$ cat config.mk
export PLATFORM = sky130hd
export DESIGN_NAME = router_pkt_ctrl
export DESIGN_NICKNAME = d
export VERILOG_FILES = /design/src/rtl/router_pkg.sv /design/src/rtl/router_pkt_track.sv /design/src/rtl/router_pkt_ctrl.sv
export SDC_FILE = /design/constraint.sdc
export NUM_CORES = 1
export LEC_CHECK = 0
export CORE_MARGIN = 10
export CORE_UTILIZATION = 59
export CTS_CLUSTER_DIAMETER = 150
export DETAILED_ROUTE_END_ITERATION = 7
export HOLD_SLACK_MARGIN = 0.02
export MAX_ROUTING_LAYER = met4
export PLACE_DENSITY = 0.83
export SYNTH_ARGS = -nofsm -noshare
export SYNTH_HDL_FRONTEND = slang
export SYNTH_SLANG_ARGS = --single-unit
$ cat constraint.sdc
create_clock -name clk -period 5.1 [get_ports clk]
set_clock_uncertainty 0.1 [all_clocks]
set_input_delay 0.51 -clock clk [delete_from_list [all_inputs] [get_ports clk]]
set_output_delay 0.51 -clock clk [all_outputs]
set_load 0.005 [all_outputs]
$ cat src/rtl/router_pkg.sv
// router_pkg: shared header layout constants and controller state encoding.
package router_pkg;
  localparam int HDR_ADDR_LSB = 0;
  localparam int HDR_ADDR_W = 2;
  localparam int HDR_LEN_LSB = 2;
  localparam int HDR_LEN_W = 6;
  localparam int N_PORTS = 3;
  typedef enum logic [2:0] {IDLE, HDR_WAIT, PAYLOAD, CHECK, DROP_HDR} state_e;
endpackage

$ cat src/rtl/router_pkt_track.sv
// router_pkt_track: payload length down-counter and running XOR parity accumulator.
module router_pkt_track
  import router_pkg::*;
#(
  parameter int DATA_W = 8
) (
  input  logic                 clk,
  input  logic                 rst,
  input  logic                 load,
  input  logic                 step,
  input  logic [HDR_LEN_W-1:0] len,
  input  logic [DATA_W-1:0]    din,
  output logic                 zero,
  output logic                 match
);
  logic [HDR_LEN_W-1:0] rem_q, rem_d;
  logic [DATA_W-1:0]    acc_q, acc_d;
  always_comb begin
    rem_d = load ? len : (step && rem_q != '0) ? rem_q - HDR_LEN_W'(1) : rem_q;
    acc_d = load ? din : step ? acc_q ^ din : acc_q;
    zero  = rem_q == '0;
    match = (acc_q ^ din) == '0;
  end
  always_ff @(posedge clk or negedge rst) begin
    if (!rst) begin
      rem_q <= '0;
      acc_q <= '0;
    end else begin
      rem_q <= rem_d;
      acc_q <= acc_d;
    end
  end
endmodule

$ cat src/rtl/router_pkt_ctrl.sv
// router_pkt_ctrl: parses router packet headers, steers bytes to one of N_PORTS FIFOs,
// applies backpressure and flags parity errors and rejected headers.
module router_pkt_ctrl #(
  parameter int DATA_W = 8,
  parameter int N_PORTS = 3
) (
  input  logic               clk,
  input  logic               rst,
  input  logic               pkt_valid,
  input  logic [DATA_W-1:0]  data_in,
  input  logic [N_PORTS-1:0] fifo_full,
  output logic               busy,
  output logic [N_PORTS-1:0] wr_en,
  output logic [DATA_W-1:0]  wr_data,
  output logic               pkt_done,
  output logic               parity_err,
  output logic               drop
);
  import router_pkg::*;
  localparam logic [N_PORTS-1:0] ONE = 1;
  state_e                  state_q, state_d;
  logic [HDR_ADDR_W-1:0]   dest_q, dest_d;
  logic [DATA_W-1:0]       hdr_q, hdr_d, wr_data_q, wr_data_d;
  logic [N_PORTS-1:0]      wr_en_q, wr_en_d;
  logic                    err_q, err_d;
  logic [2**HDR_ADDR_W-1:0] full_x;
  logic [HDR_ADDR_W-1:0]   addr;
  logic [HDR_LEN_W-1:0]    len;
  logic                    accept, load, step, zero, match;
  assign addr = data_in[HDR_ADDR_LSB +: HDR_ADDR_W];
  assign len  = data_in[HDR_LEN_LSB +: HDR_LEN_W];
  assign wr_en = wr_en_q;
  assign wr_data = wr_data_q;
  // Full flags padded so unused address codes index safely as not-full.
  always_comb begin
    full_x = '0;
    full_x[N_PORTS-1:0] = fifo_full;
    busy = (state_q inside {HDR_WAIT, CHECK, DROP_HDR}) || (state_q == PAYLOAD && full_x[dest_q]);
    accept = pkt_valid && !busy;
    load = state_q == IDLE && accept;
    step = state_q == PAYLOAD && accept;
    pkt_done = state_q == CHECK || state_q == DROP_HDR;
    drop = state_q == DROP_HDR;
    parity_err = state_q == CHECK && err_q;
  end
  always_comb begin
    state_d = state_q;
    dest_d = dest_q;
    hdr_d = hdr_q;
    err_d = err_q;
    wr_en_d = '0;
    wr_data_d = wr_data_q;
    case (state_q)
      IDLE: if (accept) begin
        dest_d = addr;
        hdr_d = data_in;
        if (int'(addr) >= N_PORTS || len == '0) state_d = DROP_HDR;
        else if (full_x[addr]) state_d = HDR_WAIT;
        else begin
          wr_en_d = ONE << addr;
          wr_data_d = data_in;
          state_d = PAYLOAD;
        end
      end
      HDR_WAIT: if (!full_x[dest_q]) begin
        wr_en_d = ONE << dest_q;
        wr_data_d = hdr_q;
        state_d = PAYLOAD;
      end
      PAYLOAD: if (accept) begin
        wr_en_d = ONE << dest_q;
        wr_data_d = data_in;
        if (zero) begin
          err_d = !match;
          state_d = CHECK;
        end
      end
      default: state_d = IDLE;
    endcase
  end
  always_ff @(posedge clk or negedge rst) begin
    if (!rst) begin
      state_q <= IDLE;
      dest_q <= '0;
      hdr_q <= '0;
      err_q <= 1'b0;
      wr_en_q <= '0;
      wr_data_q <= '0;
    end else begin
      state_q <= state_d;
      dest_q <= dest_d;
      hdr_q <= hdr_d;
      err_q <= err_d;
      wr_en_q <= wr_en_d;
      wr_data_q <= wr_data_d;
    end
  end
  router_pkt_track #(.DATA_W(DATA_W)) u_track (
    .clk  (clk),
    .rst  (rst),
    .load (load),
    .step (step),
    .len  (len),
    .din  (data_in),
    .zero (zero),
    .match(match)
  );
endmodule
==> results.py <==
metrics = {
    "outcome": {
        "outcome": "finished clean",
    },
    "yosys": {
        "ys_warn_count": 0,
        "synthSimpleGateAreaFrac_pct": 25.9,
        "synth_top_family_by_area": "simple AND/OR/NAND/NOR gates",
        "synth_area_per_cell_um2": 10.3,
        "syn-num-nets": 230,
        "async_reset_ff_share_pct": 100,
        "synthCells": 215,
        "synth_fa_ha_area_share_pct": 0.566,
        "seq_area_frac_synth_pct": 41.9,
        "synth-compound-area-share_pct": 12.6,
        "synth_enable_flop_cells": 0,
        "synth_ff_type": "dfrtp_1",
        "synth-seq-cells": 37,
        "synth_area_mm2": 0.00221,
        "synth_mux_area_share_pct": 11.1,
        "ys_types": 52,
        "synth_xor_area_share_pct": 3.17,
    },
    "global_routing": {
        "grt_pass1_vias": 1809,
        "grt_pass1_wl_mm": 8.65,
        "grt_max_degree": 38,
        "overflow": 0,
        "grt_usage_pct": 17.2,
        "antenna_found_initial": 0,
    },
    "sta": {
        "worst_slack_ns": 2.14,
        "post-route-period-util_pct": 58.0,
        "max_slew_margin_pct": 45.8,
        "maxSlewViolCount": 0,
        "tns_ns": 0,
        "timing.final.hold_violations": 0,
        "setup_viol": 0,
        "timing.hold.ws_ns": 0.206,
        "rsz0062_at_grt": "no",
        "tightest_slew_ns": 0.811,
        "min_period_ns": 2.96,
        "fmax_mhz": 338,
    },
    "placement": {
        "place_area_mm2": 0.00247,
        "pre_cts_slack_ns": 2.14,
        "hpwlAfterDp_mm": 3.61,
        "gp_congestion": 0.874,
        "port_buffers": 28,
        "dp.cells": 280,
    },
    "cells_and_area": {
        "drive_gt1_share_pct": 15.4,
        "antennaDiodeCount": 0,
        "area_growth_pct": 16.7,
        "nets": 254,
        "stdcell_count": 288,
        "ff_latch_area_um2": 926,
        "stdcell_area_mm2": 0.00258,
        "final_util_pct": 71.1,
        "multi_input_area_mm2": 0.00118,
        "fillerInstances": 301,
    },
    "power": {
        "power_density_mw_per_mm2": 555,
        "leakage_nw": 1.09,
        "vdd_drop_max_mv": 0.298,
        "p_total_mw": 1.43,
    },
    "clocking": {
        "cts-resized-gates": 0,
        "cts_buffers": 5,
        "clkTransAtPathRegs_ns": 0.08,
        "cts_hold_buffers": 0,
        "cts_tree": "built",
        "cts_setup_buffers": 0,
        "worstSkewPairLatency_ns": 0.29,
        "cts_buffer_depth": 2,
        "clock-sinks": 37,
        "root_buffer": "clkbuf_8",
        "h-tree-depth": 2,
    },
    "route": {
        "first_pass_iters": 4,
        "wl_per_cell_um": 17.7,
        "first_iter_violations": 116,
        "drtAntennaViolNets": 0,
        "routed-via-count": 1746,
        "drt-total-wl_mm": 5.09,
        "drc_errors": 0,
        "avgViaCountPerCell": 6.06,
    },
    "job": {
        "maxCapViolCount": 0,
    },
    "worst_setup_path": {
        "cp.required_ns": 4.49,
        "endpoint_kind": "output port",
        "critPathArrivalTime_ns": 2.35,
        "path_max_fanout": 4,
        "worst_setup_path_start_kind": "input port",
        "criticalPathCategory": "in -> out",
    },
    "floorplan": {
        "die_x_um": 81.2,
        "io_pins": 29,
        "rows": 22,
        "core_mm2": 0.00363,
        "die_area_mm2": 0.00660,
        "initial_core_util_pct": 60.9,
        "fp.dieH_um": 81.2,
    },
    "hold_path": {
        "hold_path.class": "in -> async",
    },
}
==> layout make-up <==
cell class	count	area share, %
flip-flops and latches	37	35.9
clock inverters	3	1.70
clock buffers	5	2.66
inverters	8	1.16
repair buffers	28	10.7
well taps	48	2.33
multi-input cells	159	45.6
==> cell families after synthesis <==
group / count (synthesis)
AO/OA/AOI/OAI: 36
adder cells (fa/ha/maj): 1
AND/OR/NAND/NOR: 95
flip-flops: 37
buffers and inverters: 19
XOR/XNOR: 8
multiplexers: 19
==> layout by cell type (no fill, tap or decap), drive strengths merged, types with 2 or more instances in the layout <==
| cell | instances |
|---|---|
| nor2 | 9 |
| xnor2 | 8 |
| clkdlybuf4s50 | 27 |
| nor4 | 3 |
| o21ai | 6 |
| mux2 | 17 |
| mux2i | 2 |
| nor2b | 3 |
| nand3 | 20 |
| dfrtp | 37 |
| or3b | 2 |
| a211o | 2 |
| and2 | 2 |
| inv | 9 |
| nand3b | 8 |
| or4 | 2 |
| a22oi | 2 |
| nand4 | 3 |
| nor3 | 3 |
| nand2 | 25 |
| nand4b | 6 |
| or4b | 2 |
| clkbuf | 5 |
| nor4b | 2 |
| a31oi | 3 |
| o211ai | 7 |
| a21oi | 7 |
==> metal layers <==
layer / vias up / global-route usage (%) / wire length [um]
li1: 839 / - / -
met1: 846 / 20.2 / 2250
met2: 53 / 27.0 / 2450
met3: 8 / 3.86 / 297
met4: 0 / 9.00 / 96
met5: - / - / 0
==> worst max-delay path, stage by stage <==
cell and delay (ns):
clkdlybuf4s50_1 0.55, mux2i_1 0.16, o21ai_0 0.34, a21oi_1 0.11
o21ai_0 0.16, clkdlybuf4s50_1 0.53
==> cells in the mapped netlist (3+ instances only) <==
master	number	area (um2)
o211ai_1	6	45.0
nand2_1	25	93.8
buf_6	4	45.0
dfrtp_1	37	926
mux2_4	9	135
xnor2_1	8	70.1
inv_1	8	30.0
o21ai_0	5	25.0
nor2b_1	3	18.8
buf_2	5	25.0
mux2_2	8	90.1
nor2_1	8	30.0
a31oi_1	3	18.8
nand3_1	20	100
nand4_1	3	18.8
a21oi_1	7	35.0
nand4b_1	6	52.6
nand3b_1	8	60.1
==> power breakdown <==
part           internal (mW)  leakage, nW  switching, mW
clock network          0.146       0.0585          0.110
logic                  0.337        0.580          0.287
registers              0.424        0.454          0.128
total                  0.908         1.09          0.525
==> sequential cells by signal, summed over array words and instances (netlist names) <==
name	cells
u_track.acc_q	8
wr_data	8
hdr_q	7
u_track.rem_q	6
state_q	3
wr_en	3
dest_q	1
err_q	1
==> path summary, 6_finish.rpt <==
check,start,end,slack (ns),cells after the start
worst max-delay path,fifo_full[2],busy,2.14,6
worst min-delay path,rst,u_track.rem_q[1],0.21,1
worst max register to register,state_q[0],wr_data[1],2.76,4
worst min register to register,hdr_q[3],hdr_q[3],0.38,2
max in group asynchronous,rst,err_q,4.18,1
min in group clk,hdr_q[3],hdr_q[3],0.38,2
(Power assumes the default switching activity.)
